**config.mk**
```make
export PLATFORM = sky130hd
export DESIGN_NAME = demux_channel_buffer_flat
export DESIGN_NICKNAME = d
export VERILOG_FILES = /design/src/rtl/demux_channel_buffer_pkg.sv /design/src/rtl/demux_channel_buffer_if.sv /design/src/rtl/demux_channel_buffer_ch_fifo.sv /design/src/rtl/demux_channel_buffer.sv /design/src/flat_wrapper.sv
export SDC_FILE = /design/constraint.sdc
export NUM_CORES = 1
export LEC_CHECK = 0
export ABC_AREA = 1
export CAP_MARGIN = 25
export CORE_ASPECT_RATIO = 1.5
export CORE_MARGIN = 8
export CORE_UTILIZATION = 35
export DETAILED_ROUTE_END_ITERATION = 10
export PLACE_DENSITY = 0.6
export SLEW_MARGIN = 10
export SYNTH_ARGS = -nofsm -noshare
export SYNTH_HDL_FRONTEND = slang
export SYNTH_SLANG_ARGS = --single-unit
```
**constraint.sdc**
```tcl
create_clock -name clk -period 7.05 [get_ports clk]
set_clock_uncertainty 0.15 [all_clocks]
set_input_delay 2.115 -clock clk [delete_from_list [all_inputs] [get_ports clk]]
set_output_delay 2.115 -clock clk [all_outputs]
set_load 0.01 [all_outputs]
```
**src/rtl/demux_channel_buffer_pkg.sv**
```systemverilog
// Shared constants and types for the demux channel buffer.
// Defaults match the upstream 8-bit, 8-channel demux.
package demux_buf_pkg;

  localparam int DATA_W = 8;
  localparam int NUM_CH = 8;
  localparam int SEL_W  = 3;
  localparam int DEPTH  = 4;
  localparam int PTR_W  = $clog2(DEPTH);

  typedef logic [DATA_W-1:0] data_t;
  typedef logic [SEL_W-1:0]  ch_t;

endpackage

```
**src/rtl/demux_channel_buffer_if.sv**
```systemverilog
// Input handshake plus per-channel output streams.
// master = upstream/consumers, slave = the buffer.
interface demux_channel_buffer_if
  import demux_buf_pkg::*;
#(
  parameter int DW = demux_buf_pkg::DATA_W,
  parameter int NC = demux_buf_pkg::NUM_CH,
  parameter int SW = demux_buf_pkg::SEL_W
);

  logic             in_valid;
  logic             in_ready;
  logic [SW-1:0]    in_sel;
  logic [DW-1:0]    in_data;
  logic [NC-1:0]    out_valid;
  logic [NC-1:0]    out_ready;
  logic [NC*DW-1:0] out_data;
  logic [NC-1:0]    ch_full;
  logic             drop_pulse;

  modport master (
    output in_valid, in_sel, in_data, out_ready,
    input  in_ready, out_valid, out_data, ch_full, drop_pulse
  );

  modport slave (
    input  in_valid, in_sel, in_data, out_ready,
    output in_ready, out_valid, out_data, ch_full, drop_pulse
  );

endinterface

```
**src/rtl/demux_channel_buffer_ch_fifo.sv**
```systemverilog
// Single-channel first-word-fall-through FIFO.
// Head byte comes straight from registered storage.
module ch_fifo
  import demux_buf_pkg::*;
#(
  parameter int DW = demux_buf_pkg::DATA_W,
  parameter int DP = demux_buf_pkg::DEPTH
) (
  input  logic          clk,
  input  logic          rst,
  input  logic          push_i,
  input  logic          pop_i,
  input  logic [DW-1:0] data_i,
  output logic [DW-1:0] data_o,
  output logic          valid_o,
  output logic          full_o
);

  localparam int PW = $clog2(DP);

  logic [DW-1:0] mem_q [DP];
  logic [PW-1:0] wr_q, wr_d;
  logic [PW-1:0] rd_q, rd_d;
  logic [PW:0]   cnt_q, cnt_d;
  logic          do_push, do_pop;

  assign valid_o = (cnt_q != '0);
  assign full_o  = (cnt_q == (PW+1)'(DP));
  assign do_push = push_i & ~full_o;
  assign do_pop  = pop_i & valid_o;
  assign data_o  = valid_o ? mem_q[rd_q] : '0;

  // Next pointers and occupancy; pointers wrap naturally.
  always_comb begin
    wr_d  = do_push ? wr_q + PW'(1) : wr_q;
    rd_d  = do_pop  ? rd_q + PW'(1) : rd_q;
    cnt_d = cnt_q;
    unique case ({do_push, do_pop})
      2'b10:   cnt_d = cnt_q + (PW+1)'(1);
      2'b01:   cnt_d = cnt_q - (PW+1)'(1);
      default: cnt_d = cnt_q;
    endcase
  end

  // Pointer and count registers; reset empties the channel.
  always_ff @(posedge clk) begin
    if (rst) begin
      wr_q  <= '0;
      rd_q  <= '0;
      cnt_q <= '0;
    end else begin
      wr_q  <= wr_d;
      rd_q  <= rd_d;
      cnt_q <= cnt_d;
    end
  end

  // Storage write; stale contents are masked by valid_o.
  always_ff @(posedge clk) begin
    if (do_push) mem_q[wr_q] <= data_i;
  end

endmodule

```
**src/rtl/demux_channel_buffer.sv**
```systemverilog
// Steers one byte per cycle into per-channel FIFOs.
// Selects beyond the channel count are accepted and dropped.
module demux_channel_buffer
  import demux_buf_pkg::*;
#(
  parameter int DATA_W = demux_buf_pkg::DATA_W,
  parameter int NUM_CH = demux_buf_pkg::NUM_CH,
  parameter int SEL_W  = demux_buf_pkg::SEL_W,
  parameter int DEPTH  = demux_buf_pkg::DEPTH
) (
  input logic clk,
  input logic rst,
  demux_channel_buffer_if.slave bus
);

  localparam int NSEL = 2**SEL_W;

  logic [NSEL-1:0]   full_pad;
  logic [NUM_CH-1:0] full_v;
  logic [NUM_CH-1:0] valid_v;
  logic [NUM_CH-1:0] push_v;
  logic [DATA_W-1:0] dout [NUM_CH];
  logic              sel_ok;
  logic              drop_q, drop_d;

  assign sel_ok   = {1'b0, bus.in_sel} < (SEL_W+1)'(NUM_CH);
  assign full_pad = NSEL'(full_v);
  assign bus.in_ready   = ~full_pad[bus.in_sel];
  assign bus.out_valid  = valid_v;
  assign bus.ch_full    = full_v;
  assign bus.drop_pulse = drop_q;
  assign drop_d = bus.in_valid & ~sel_ok;

  for (genvar k = 0; k < NUM_CH; k++) begin : g_ch
    assign push_v[k] = bus.in_valid & bus.in_ready
                     & (bus.in_sel == SEL_W'(k));
    ch_fifo #(
      .DW(DATA_W),
      .DP(DEPTH)
    ) u_fifo (
      .clk    (clk),
      .rst    (rst),
      .push_i (push_v[k]),
      .pop_i  (bus.out_ready[k]),
      .data_i (bus.in_data),
      .data_o (dout[k]),
      .valid_o(valid_v[k]),
      .full_o (full_v[k])
    );
  end

  // Pack channel heads onto the flat output bus.
  always_comb begin
    bus.out_data = '0;
    for (int k = 0; k < NUM_CH; k++)
      bus.out_data[k*DATA_W +: DATA_W] = dout[k];
  end

  // Registered one-cycle drop indication.
  always_ff @(posedge clk) begin
    if (rst) drop_q <= 1'b0;
    else     drop_q <= drop_d;
  end

endmodule

```
**src/flat_wrapper.sv**
```systemverilog
// flat-port wrapper written by rule: the top's interface ports become plain ports
module demux_channel_buffer_flat import demux_buf_pkg::*;
#(
  parameter int DATA_W = demux_buf_pkg::DATA_W,
  parameter int NUM_CH = demux_buf_pkg::NUM_CH,
  parameter int SEL_W  = demux_buf_pkg::SEL_W,
  parameter int DEPTH  = demux_buf_pkg::DEPTH
)
  (clk, rst, bus_in_valid, bus_in_sel, bus_in_data, bus_out_ready, bus_in_ready, bus_out_valid, bus_out_data, bus_ch_full, bus_drop_pulse);
  demux_channel_buffer_if #(.DW(8), .NC(8), .SW(3)) bus_i ();
  input logic clk;
  input logic rst;
  input wire logic [$bits(bus_i.in_valid)-1:0] bus_in_valid;
  input wire logic [$bits(bus_i.in_sel)-1:0] bus_in_sel;
  input wire logic [$bits(bus_i.in_data)-1:0] bus_in_data;
  input wire logic [$bits(bus_i.out_ready)-1:0] bus_out_ready;
  output wire logic [$bits(bus_i.in_ready)-1:0] bus_in_ready;
  output wire logic [$bits(bus_i.out_valid)-1:0] bus_out_valid;
  output wire logic [$bits(bus_i.out_data)-1:0] bus_out_data;
  output wire logic [$bits(bus_i.ch_full)-1:0] bus_ch_full;
  output wire logic [$bits(bus_i.drop_pulse)-1:0] bus_drop_pulse;
  assign bus_i.in_valid = bus_in_valid;
  assign bus_i.in_sel = bus_in_sel;
  assign bus_i.in_data = bus_in_data;
  assign bus_i.out_ready = bus_out_ready;
  assign bus_in_ready = bus_i.in_ready;
  assign bus_out_valid = bus_i.out_valid;
  assign bus_out_data = bus_i.out_data;
  assign bus_ch_full = bus_i.ch_full;
  assign bus_drop_pulse = bus_i.drop_pulse;
  demux_channel_buffer #(.DATA_W(DATA_W), .NUM_CH(NUM_CH), .SEL_W(SEL_W), .DEPTH(DEPTH)) u_core (.clk(clk), .rst(rst), .bus(bus_i));
endmodule
```
* Word-level counts from Yosys, hierarchy flattened
Memory sizes are Yosys's and may differ from the RTL's. A register that Yosys moved wholly into a read port is not among the register bits. Index checks and enable logic that the tools add are counted.
Word-level totals: register bits after elaboration 56, bits in latches 0, bits in writable memories 256, ROM bits 0, input port bits 22, output and inout bits 82, logic and storage cells 197, memories kept 8
Memories:
- u_core.g_ch[0].u_fifo.mem_q | depth 4, bits a word 8, read ports 1, clocked after Yosys merged registers in 1, write ports 1, line demux_channel_buffer_ch_fifo.sv:21 | logic [DW-1:0] mem_q [DP];
- u_core.g_ch[1].u_fifo.mem_q | depth 4, bits a word 8, read ports 1, clocked after Yosys merged registers in 1, write ports 1, line demux_channel_buffer_ch_fifo.sv:21
- u_core.g_ch[2].u_fifo.mem_q | depth 4, bits a word 8, read ports 1, clocked after Yosys merged registers in 1, write ports 1, line demux_channel_buffer_ch_fifo.sv:21
- u_core.g_ch[3].u_fifo.mem_q | depth 4, bits a word 8, read ports 1, clocked after Yosys merged registers in 1, write ports 1, line demux_channel_buffer_ch_fifo.sv:21
- u_core.g_ch[4].u_fifo.mem_q | depth 4, bits a word 8, read ports 1, clocked after Yosys merged registers in 1, write ports 1, line demux_channel_buffer_ch_fifo.sv:21
- u_core.g_ch[5].u_fifo.mem_q | depth 4, bits a word 8, read ports 1, clocked after Yosys merged registers in 1, write ports 1, line demux_channel_buffer_ch_fifo.sv:21
- 2 more memories
Operators by class: $add $sub $neg 32, multipliers 0, divide/modulo/power cells 0, $lt $le $gt $ge 1, equality and inequality tests 31, shift-type cells 0, mux-type cells 50, bitwise operators 34, reduce and logical (&&, ||, !) cells 17
Operators by type and width (number):
- $mux W8 | 8
- $pmux W3 S2 | 8
- $eq A3 B3 Y1 const B | 12
- $add A2 B1 Y2 const B | 16
- $mux W2 | 16
- $and A1 B1 Y1 | 25
- $add A3 B1 Y3 const B | 8
- $reduce_bool A3 Y1 | 8
- $sub A3 B1 Y3 const B | 8
- $mux W1 | 17
- $eq A2 B1 Y1 const B | 8
- $eq A2 B2 Y1 const B | 8
- $reduce_bool A2 Y1 | 8
- $not A1 Y1 | 9
- $eq A3 B2 Y1 const B | 2
- $lt A3 B4 Y1 const B | 1
- $bmux W1 S3 | 1
- $eq A3 B1 Y1 const B | 1
- $logic_not A3 Y1 | 1

* Depth between registers and ports, before layout
Gate-level depths: netlist (run 1).
word-level depth 9, gate-level depth with buffers 16, depth with buffers taken out 15

* By module
From an unflattened synthesis (run 1), not the netlist that was laid out.
Unflattened totals: cell total of the unflattened synthesis 1362, area, all modules 14234.9 sq um
By module, submodules not included:
- ch_fifo at u_core.g_ch[0].u_fifo ... | times used 7, cells each 164, area an instance 1750.4 sq um, seq. area each 1141.1 sq um
- ch_fifo at u_core.g_ch[1].u_fifo | times used 1, cells each 164, area an instance 1751.7 sq um, seq. area each 1141.1 sq um
- demux_channel_buffer | times used 1, cells each 50, area an instance 230.2 sq um, seq. area each 0.0 sq um

* Worst setup path before layout (run 1)
No wires, ideal clock.
kind input to output, start input port bus_in_sel[0], end output port bus_in_ready, arrival time 2.783 ns, required time 4.785 ns, slack 2.002 ns, cell stages on the path 7, path through nor2_1 nand3_2 nand2_1 nor2_1 nand2_1 nand2_2 buf_6
On the way: longest elaborated chain between the ends 3
Ends and longest elaborated chain:
- start: declaration | line flat_wrapper.sv:14 | input wire logic [$bits(bus_i.in_sel)-1:0] bus_in_sel;
- $bmux W1 S3 | line demux_channel_buffer.sv:28 | assign bus.in_ready = ~full_pad[bus.in_sel];
- $mux W1 (implied by the code) | line demux_channel_buffer.sv:28
- $not A1 Y1 | line demux_channel_buffer.sv:28
- end: declaration | line flat_wrapper.sv:17 | output wire logic [$bits(bus_i.in_ready)-1:0] bus_in_ready;
Every way passes these cells. The select of a mux whose other input is x is not followed.

* Worst setup path after layout (run 1)
Ends and elaborated chain as after synthesis.

==> impl_metrics.prom, run 1 <==
# TYPE chip_impl_metric gauge
chip_impl_info{name="run_status",value="finished, final reports clean"} 1
chip_impl_metric{name="critPathMaxStageDelay",unit="ns"} 0.59
chip_impl_metric{name="hold-worst-slack",unit="ns"} 0.316
chip_impl_metric{name="finalSetupViolations",unit=""} 0
chip_impl_metric{name="yosys_register_bits",unit=""} 328
chip_impl_info{name="critical-path-top-delay-family",value="buffers and inverters"} 1
chip_impl_info{name="critPathCaptureType",value="primary output"} 1
chip_impl_info{name="main_combinational_cell_family_by_area_after_synthesis",value="simple AND/OR/NAND/NOR gates"} 1
chip_impl_metric{name="count_of_flip_flops_with_a_built_in_enable_after_synthesis",unit=""} 256
chip_impl_metric{name="htreeDepth",unit=""} 1
chip_impl_metric{name="met2RoutedLength",unit="µm"} 16100
chip_impl_metric{name="die_y",unit="µm"} 260
chip_impl_metric{name="max_slew_headroom_at_the_worst_pin",unit=""} 0.480
chip_impl_metric{name="period_needed",unit="ns"} 6.34
chip_impl_metric{name="critPathArrivalTime",unit="ns"} 4.07
chip_impl_metric{name="final-max-slew-violation-count",unit=""} 0
chip_impl_metric{name="track_usage",unit=""} 0.131
chip_impl_metric{name="design.core.area",unit="µm²"} 39200
chip_impl_metric{name="finalHoldViolations",unit=""} 0
chip_impl_metric{name="floorplan.initialDensity",unit=""} 0.354
chip_impl_info{name="mostFrequentLayoutCell",value="nor2_1"} 1
chip_impl_metric{name="grt_antenna_before_repair",unit=""} 0
chip_impl_metric{name="postRouteWirelength",unit="µm"} 30800
chip_impl_metric{name="finish.net_count",unit=""} 1466
chip_impl_metric{name="n_fill_cell",unit=""} 3768
chip_impl_metric{name="post_drt_wl_per_cell",unit="µm"} 16.0
chip_impl_metric{name="gpl.final_weighted_congestion",unit=""} 0.801
chip_impl_metric{name="post_route_cells_drive_above_1_share",unit=""} 0.0521
chip_impl_metric{name="avgSynthCellArea",unit="µm²"} 10.6
chip_impl_metric{name="maximum_number_of_pins_on_one_net_before_global_route_repair",unit=""} 52
chip_impl_metric{name="num_antenna_cells",unit=""} 0
chip_impl_metric{name="synth_mux_area_frac",unit=""} 0
chip_impl_metric{name="synth-compound-area-share",unit=""} 0.103
chip_impl_metric{name="synth_adder_area_share",unit=""} 0.0477
chip_impl_info{name="highest_layer",value="met4"} 1
chip_impl_metric{name="numCtsBuffers",unit=""} 30
chip_impl_metric{name="grt_pass1_wl",unit="µm"} 47800
chip_impl_metric{name="post-route-period-util",unit=""} 0.899
chip_impl_metric{name="die_w",unit="µm"} 178
chip_impl_metric{name="worst_ep_required_time",unit="ns"} 4.79
chip_impl_metric{name="die-area",unit="µm²"} 46300
chip_impl_metric{name="routed-via-count",unit=""} 9074
chip_impl_metric{name="postSynthNetCount",unit=""} 1380
chip_impl_metric{name="grt.overflow.total",unit=""} 0
chip_impl_metric{name="total_leakage_power",unit="nW"} 5.80
chip_impl_metric{name="grt_pass1_vias",unit=""} 8967
chip_impl_metric{name="cp_max_fo",unit=""} 13
chip_impl_metric{name="met3_length",unit="µm"} 1430
chip_impl_info{name="synth_flop_cell",value="edfxtp_1"} 1
chip_impl_info{name="hold_path.class",value="flop to flop"} 1
chip_impl_metric{name="maxCapViolCount",unit=""} 0
chip_impl_metric{name="detailed_place_hpwl",unit="µm"} 20200
chip_impl_metric{name="rows",unit=""} 89
chip_impl_info{name="worstPathCellList",value="clkdlybuf4s50_1 -> nor2_1 -> nand3_2 -> nand2_1 -> nor2_1 -> nand2_1 -> nand2_2 -> clkdlybuf4s50_1"} 1
chip_impl_metric{name="clk-insertion-delay-late",unit="ns"} 0.56
chip_impl_info{name="mostFrequentLayoutCells",value="nor2_1, edfxtp_1, o21ai_0, inv_1, a21oi_1"} 1
chip_impl_metric{name="power.ir.vdd_worst",unit="mV"} 0.157
chip_impl_metric{name="worst-slew-pin-transition",unit="ns"} 0.778
chip_impl_info{name="highest_delay_cell_along_the_critical_path",value="clkdlybuf4s50_1"} 1
chip_impl_metric{name="synth.cell_area",unit="µm²"} 13900
chip_impl_metric{name="cts.repair.resized",unit=""} 0
chip_impl_metric{name="post-cts-setup-buffer-count",unit=""} 0
chip_impl_metric{name="syn_to_final_growth",unit="%"} 17.1
chip_impl_info{name="unrepaired_setup_endpoints_after_global_routing",value="no"} 1
chip_impl_info{name="tritoncts_clock_tree",value="yes"} 1
chip_impl_metric{name="synth_simple_gate_area_share",unit=""} 0.129
chip_impl_metric{name="power.density_cell_area",unit="nW/µm²"} 273
chip_impl_metric{name="syn-instance-count",unit=""} 1310
chip_impl_metric{name="number_of_drc_violations_after_detailed_routing_iteration_0",unit=""} 467
chip_impl_metric{name="vias_per_cell",unit=""} 4.73
chip_impl_info{name="cp-start-kind",value="input port"} 1
chip_impl_metric{name="antenna_violating_nets_post_route",unit=""} 0
chip_impl_metric{name="critical_path_buf_inv_count",unit=""} 2
chip_impl_metric{name="synth_cell_types",unit=""} 25
chip_impl_metric{name="tns",unit="ns"} 0
chip_impl_metric{name="first_pass_iters",unit=""} 5
chip_impl_metric{name="seq_area_frac_synth",unit=""} 0.659
chip_impl_metric{name="num_io_pins",unit=""} 104
chip_impl_metric{name="synth_xor_area_frac",unit=""} 0
chip_impl_metric{name="port_buffers",unit=""} 102
chip_impl_metric{name="clock_sink_count",unit=""} 328
chip_impl_metric{name="clkTransAtPathRegs",unit="ns"} 0.06
chip_impl_metric{name="async_flop_share",unit=""} 0
chip_impl_metric{name="wirelength_met1",unit="µm"} 12500
chip_impl_metric{name="remaining_drc_errors",unit=""} 0
chip_impl_metric{name="cts-root-to-sink-buffers",unit=""} 3
chip_impl_info{name="worstSetupPathType",value="input port to primary output"} 1
chip_impl_info{name="clock-root-buffer",value="clkbuf_16"} 1
chip_impl_metric{name="ys_warn_count",unit=""} 0
chip_impl_metric{name="max_freq",unit="MHz"} 158
chip_impl_metric{name="hold_buffers",unit=""} 0
-- report_power, final --
| part | internal, mW | switching (mW) | leakage, nW | total, mW |
|---|---|---|---|---|
| combinational | 0.275 | 0.396 | 2.46 | 0.672 |
| clock | 0.872 | 0.690 | 0.448 | 1.56 |
| sequential | 2.13 | 0.0653 | 2.89 | 2.20 |
| total | 3.28 | 1.15 | 5.80 | 4.43 |
-- cell type report --
type,count,area [µm²],share of cell area
sequential,328,9130,0.563
multi-input combinational,776,3880,0.239
timing repair buffer,111,1090,0.0671
clock buffer,36,795,0.0490
tap,500,626,0.0386
inverter,149,559,0.0345
clock inverter,20,145,0.00895
-- stage by stage --
stage                     setup WS (ns)   util  power (mW)  std cells  area (µm²)
after CTS                         0.703  0.414        4.49       1920       16200
final                             0.714  0.414        4.43       1920       16200
after global routing              0.568  0.414        4.63       1920       16200
after global placement            0.738  0.390        2.91       1864       15300
after floorplan                    2.00      -        2.60       1310       13900
after detailed placement          0.736  0.390        2.92       1864       15300
-- Yosys cell counts, types with 3 or more instances --
library cell	instances	area [µm²]
inv_2	9	33.8
nor2_2	3	18.8
buf_1	10	37.5
nand3_1	9	45.0
a21oi_1	114	571
nor2_1	343	1290
nor3_1	3	15.0
buf_4	17	128
nand2_1	65	244
dfxtp_1	72	1440
clkbuf_1	26	97.6
fa_1	8	160
buf_2	3	15.0
inv_1	140	526
ha_1	40	500
o21ai_0	170	851
nor3_2	5	50.1
nand4_2	4	50.1
nand4_1	8	50.1
edfxtp_1	256	7690
-- worst reg2reg max path, stage by stage, from the launching register on --
cell     delay [ns]
dfxtp_1        0.32
inv_1          0.13
nand3_1        0.22
nor2_1         0.16
nor2_1         0.06
nand2_1        0.07
nand2_2        0.22
nand3_1        0.32
ha_1           0.20
inv_1          0.07
fa_1           0.38
a21oi_1        0.16
o21ai_0        0.12
o21ai_0        0.19
a21oi_1        0.06
-- cell families (layout without fill, tap and decap cells) --
kind of cell	after synthesis	after routing
AOI/OAI and AO/OA	284	284
and+or+nand+nor	443	443
other	1	1
adders and majority gates	48	48
buffers and inverters	206	316
DFF	328	328
-- per-layer routing --
metal	track usage	vias up
met5	0	-
met4	0.0442	0
met3	0.0232	41
met2	0.241	163
met1	0.148	4320
li1	-	4550
-- flip-flops by register name (all words and copies together) (netlist names), named ones only --
register and count:
u_core.g_ch.u_fifo.cnt_q 24, u_core.g_ch.u_fifo.mem_q 256, u_core.g_ch.u_fifo.rd_q 16, u_core.g_ch.u_fifo.wr_q 16
-- final timing paths --
path	to	from	cells after the start	slack, ns
setup / recovery	bus_in_ready	bus_in_sel[0]	8	0.71
hold / removal	u_core.g_ch[6].u_fifo.rd_q[1]	u_core.g_ch[6].u_fifo.rd_q[1]	2	0.32
setup reg to reg	u_core.g_ch[5].u_fifo.cnt_q[2]	u_core.g_ch[5].u_fifo.cnt_q[0]	14	4.12
hold reg to reg	u_core.g_ch[6].u_fifo.rd_q[1]	u_core.g_ch[6].u_fifo.rd_q[1]	2	0.32
No activity file was read; power rests on OpenSTA's default activity.
==> inputs of run 2 (changes only) <==
ABC_AREA = 0   (was 1)
==> impl_metrics.prom, run 2 <==
# TYPE chip_impl_metric gauge
chip_impl_metric{name="grt_pass1_vias",unit=""} 7386
chip_impl_metric{name="die-area",unit="µm²"} 46100
chip_impl_info{name="synth_top_cells_by_area",value="edfxtp_1, mux4_2, dfxtp_1, ha_1, nor2b_1"} 1
chip_impl_metric{name="n_fill_cell",unit=""} 3497
chip_impl_metric{name="power.density_cell_area",unit="nW/µm²"} 264
chip_impl_info{name="synthMostInstantiatedCell",value="edfxtp_1"} 1
chip_impl_metric{name="worst_ep_required_time",unit="ns"} 4.79
chip_impl_metric{name="grt.overflow.total",unit=""} 0
chip_impl_metric{name="critPathMaxStageDelay",unit="ns"} 0.83
chip_impl_metric{name="num_antenna_cells",unit=""} 0
chip_impl_info{name="ys_top_cells_by_count",value="edfxtp_1, inv_1, dfxtp_1"} 1
chip_impl_metric{name="placed_cells",unit=""} 1452
chip_impl_metric{name="postSynthNetCount",unit=""} 957
chip_impl_metric{name="num_io_pins",unit=""} 104
chip_impl_metric{name="yosys_register_bits",unit=""} 328
chip_impl_metric{name="largest_register_ffs",unit=""} 256
chip_impl_metric{name="post-cts-setup-buffer-count",unit=""} 0
chip_impl_info{name="worstPathCellList",value="clkdlybuf4s50_1 -> nor4bb_1 -> o21ai_0 -> a32o_1 -> clkdlybuf4s50_1"} 1
chip_impl_metric{name="pre_cts_ws",unit="ns"} 0.556
chip_impl_info{name="registers.top_by_ff_count",value="u_core.g_ch.u_fifo.mem_q"} 1
chip_impl_metric{name="final_critical_path_setup_slack",unit="ns"} 0.532
chip_impl_metric{name="max_slew_headroom_at_the_worst_pin",unit=""} 0.430
chip_impl_metric{name="period_needed",unit="ns"} 6.52
chip_impl_metric{name="first_pass_iters",unit=""} 4
chip_impl_metric{name="syn-instance-count",unit=""} 887
chip_impl_metric{name="track_usage",unit=""} 0.120
chip_impl_info{name="worstSetupPathType",value="input port to primary output"} 1
chip_impl_metric{name="total_leakage_power",unit="nW"} 5.46
chip_impl_metric{name="remaining_drc_errors",unit=""} 0
chip_impl_metric{name="seq_area_frac_synth",unit=""} 0.663
chip_impl_metric{name="die_w",unit="µm"} 178
chip_impl_metric{name="hold_buffers",unit=""} 0
chip_impl_metric{name="finalHoldViolations",unit=""} 0
chip_impl_info{name="tritoncts_clock_tree",value="yes"} 1
chip_impl_info{name="mostFrequentLayoutCell",value="edfxtp_1"} 1
chip_impl_metric{name="gpl.final_weighted_congestion",unit=""} 0.707
chip_impl_metric{name="routed-via-count",unit=""} 7212
chip_impl_metric{name="critical_path_buf_inv_count",unit=""} 2
chip_impl_metric{name="detailed_place_hpwl",unit="µm"} 18500
chip_impl_metric{name="finish.net_count",unit=""} 1055
chip_impl_metric{name="tns",unit="ns"} 0
chip_impl_metric{name="clock_sink_count",unit=""} 328
chip_impl_metric{name="post-route-period-util",unit=""} 0.925
chip_impl_info{name="synth_top_cell_by_area",value="edfxtp_1"} 1
chip_impl_metric{name="power.ir.vdd_worst",unit="mV"} 0.164
chip_impl_info{name="cp-start-kind",value="input port"} 1
chip_impl_metric{name="grt_pass1_wl",unit="µm"} 42800
chip_impl_metric{name="total_power",unit="mW"} 4.29
chip_impl_metric{name="post_layout_nonfiller_instances",unit=""} 1509
chip_impl_metric{name="cp_max_fo",unit=""} 20
chip_impl_info{name="path_common_cell",value="clkdlybuf4s50_1"} 1
chip_impl_metric{name="grt_antenna_before_repair",unit=""} 0
chip_impl_metric{name="number_of_drc_violations_after_detailed_routing_iteration_0",unit=""} 453
chip_impl_metric{name="worst-slew-pin-transition",unit="ns"} 0.843
chip_impl_info{name="unrepaired_setup_endpoints_after_global_routing",value="no"} 1
chip_impl_metric{name="htreeDepth",unit=""} 1
chip_impl_metric{name="postRouteWirelength",unit="µm"} 27600
chip_impl_metric{name="multiInputGateArea",unit="µm²"} 4080
chip_impl_metric{name="antenna_violating_nets_post_route",unit=""} 0
chip_impl_metric{name="max_freq",unit="MHz"} 153
chip_impl_metric{name="async_flop_share",unit=""} 0
chip_impl_metric{name="vias_per_cell",unit=""} 4.78
chip_impl_metric{name="numCtsBuffers",unit=""} 30
chip_impl_metric{name="synth_cell_types",unit=""} 39
chip_impl_metric{name="finalSetupViolations",unit=""} 0
chip_impl_metric{name="count_of_flip_flops_with_a_built_in_enable_after_synthesis",unit=""} 256
chip_impl_metric{name="ys_warn_count",unit=""} 0
chip_impl_metric{name="rows",unit=""} 89
chip_impl_metric{name="clk-insertion-delay-late",unit="ns"} 0.55
chip_impl_info{name="clock-root-buffer",value="clkbuf_16"} 1
chip_impl_info{name="highest_delay_cell_along_the_critical_path",value="clkdlybuf4s50_1"} 1
chip_impl_metric{name="syn_to_final_growth",unit="%"} 18.2
chip_impl_info{name="run_status",value="finished, final reports clean"} 1
chip_impl_metric{name="post-synth-top-area-fraction",unit=""} 0.558
chip_impl_metric{name="seqCellArea",unit="µm²"} 9130
chip_impl_metric{name="post_drt_wl_per_cell",unit="µm"} 18.3
chip_impl_metric{name="die_y",unit="µm"} 259
chip_impl_metric{name="final-max-slew-violation-count",unit=""} 0
chip_impl_metric{name="critPathArrivalTime",unit="ns"} 4.25
chip_impl_info{name="hold_path.class",value="flop to flop"} 1
chip_impl_metric{name="synth.cell_area",unit="µm²"} 13800
chip_impl_metric{name="avgSynthCellArea",unit="µm²"} 15.5
chip_impl_metric{name="floorplan.initialDensity",unit=""} 0.352
chip_impl_metric{name="clkTransAtPathRegs",unit="ns"} 0.06
chip_impl_metric{name="cts-root-to-sink-buffers",unit=""} 3
chip_impl_metric{name="maximum_number_of_pins_on_one_net_before_global_route_repair",unit=""} 65
chip_impl_info{name="synth_flop_cell",value="edfxtp_1"} 1
chip_impl_metric{name="design.core.area",unit="µm²"} 39100
chip_impl_metric{name="final_util",unit=""} 0.416
chip_impl_metric{name="cts.repair.resized",unit=""} 0
chip_impl_metric{name="post_route_cells_drive_above_1_share",unit=""} 0.136
chip_impl_info{name="largestRegisters",value="u_core.g_ch.u_fifo.mem_q (256), u_core.g_ch.u_fifo.cnt_q (24)"} 1
chip_impl_metric{name="maxCapViolCount",unit=""} 0
chip_impl_info{name="critical-path-top-delay-family",value="buffers and inverters"} 1
chip_impl_info{name="critPathCaptureType",value="primary output"} 1
chip_impl_metric{name="port_buffers",unit=""} 102
chip_impl_info{name="mostFrequentLayoutCells",value="edfxtp_1, clkdlybuf4s50_1, inv_1, dfxtp_1, mux4_2"} 1
run 2: cell count changes in the layout (fill, tap and decap cells not counted), moves of 65 or more:
cell	before	now
mux4_2	0	65
nor2_1	343	55
nand2_1	65	0
a21oi_1	114	32
o21ai_0	170	23
inv_1	140	73
run 2: worst paths after layout:
| kind | startpoint | endpoint | slack, ns | cells after the start |
|---|---|---|---|---|
| max reg2reg | u_core.g_ch[7].u_fifo.cnt_q[2] | u_core.g_ch[7].u_fifo.cnt_q[2] | 4.27 | 10 |
| max | bus_in_sel[1] | bus_in_ready | 0.53 | 5 |
| min | u_core.g_ch[1].u_fifo.wr_q[1] | u_core.g_ch[1].u_fifo.wr_q[1] | 0.37 | 2 |
| min reg2reg | u_core.g_ch[1].u_fifo.wr_q[1] | u_core.g_ch[1].u_fifo.wr_q[1] | 0.37 | 2 |
run 2: layer usage:
metal  routed length, µm  vias to the layer above  global-route usage  part of all wire
met2               14700                      122               0.219              0.53
li1                    -                     3455                   -                 -
met1               11200                     3603               0.142              0.41
met5                   0                        -                   0                 0
met4                 520                        0              0.0374             0.019
met3                1210                       32              0.0183             0.044
run 2: per-stage QoR:
step	cell area, µm²	hold WS [ns]
after floorplan	13800	0.334
after global placement	15200	0.344
after detailed placement	15200	0.359
after CTS	16300	0.368
after global routing	16300	0.404
final	16300	0.370
run 2: cells by family (layout without fill, tap and decap cells):
kind of cell    Yosys count  count (layout)  share of synthesized area
buf+inv                 128             250                     0.0406
simple gates            210             210                     0.0895
compound gates           75              75                     0.0317
mux                      65              65                      0.106
xor+xnor                 32              32                     0.0204
other cells               1               1                   0.000272
fa+ha+maj                48              48                     0.0480
flops                   328             328                      0.663
run 2: cell type report:
cell class	count	area share
Tap cell	500	0.0384
Clock inverter	16	0.0113
Sequential cell	328	0.561
Clock buffer	40	0.0510
Multi-Input combinational cell	431	0.251
Inverter	73	0.0168
Timing Repair Buffer	121	0.0707
run 2: worst register-to-register path: stages (launching register included):
cell	delay (ns)
dfxtp_1	0.41
or3b_1	0.52
inv_1	0.19
nor2_1	0.06
inv_1	0.06
ha_1	0.18
inv_1	0.06
fa_1	0.37
xor2_1	0.16
or3_2	0.41
a21oi_1	0.14
run 2: power breakdown:
group	internal [mW]	switching, mW
Combinational	0.241	0.218
Clock	0.972	0.688
Sequential	2.12	0.0550
Total	3.33	0.961
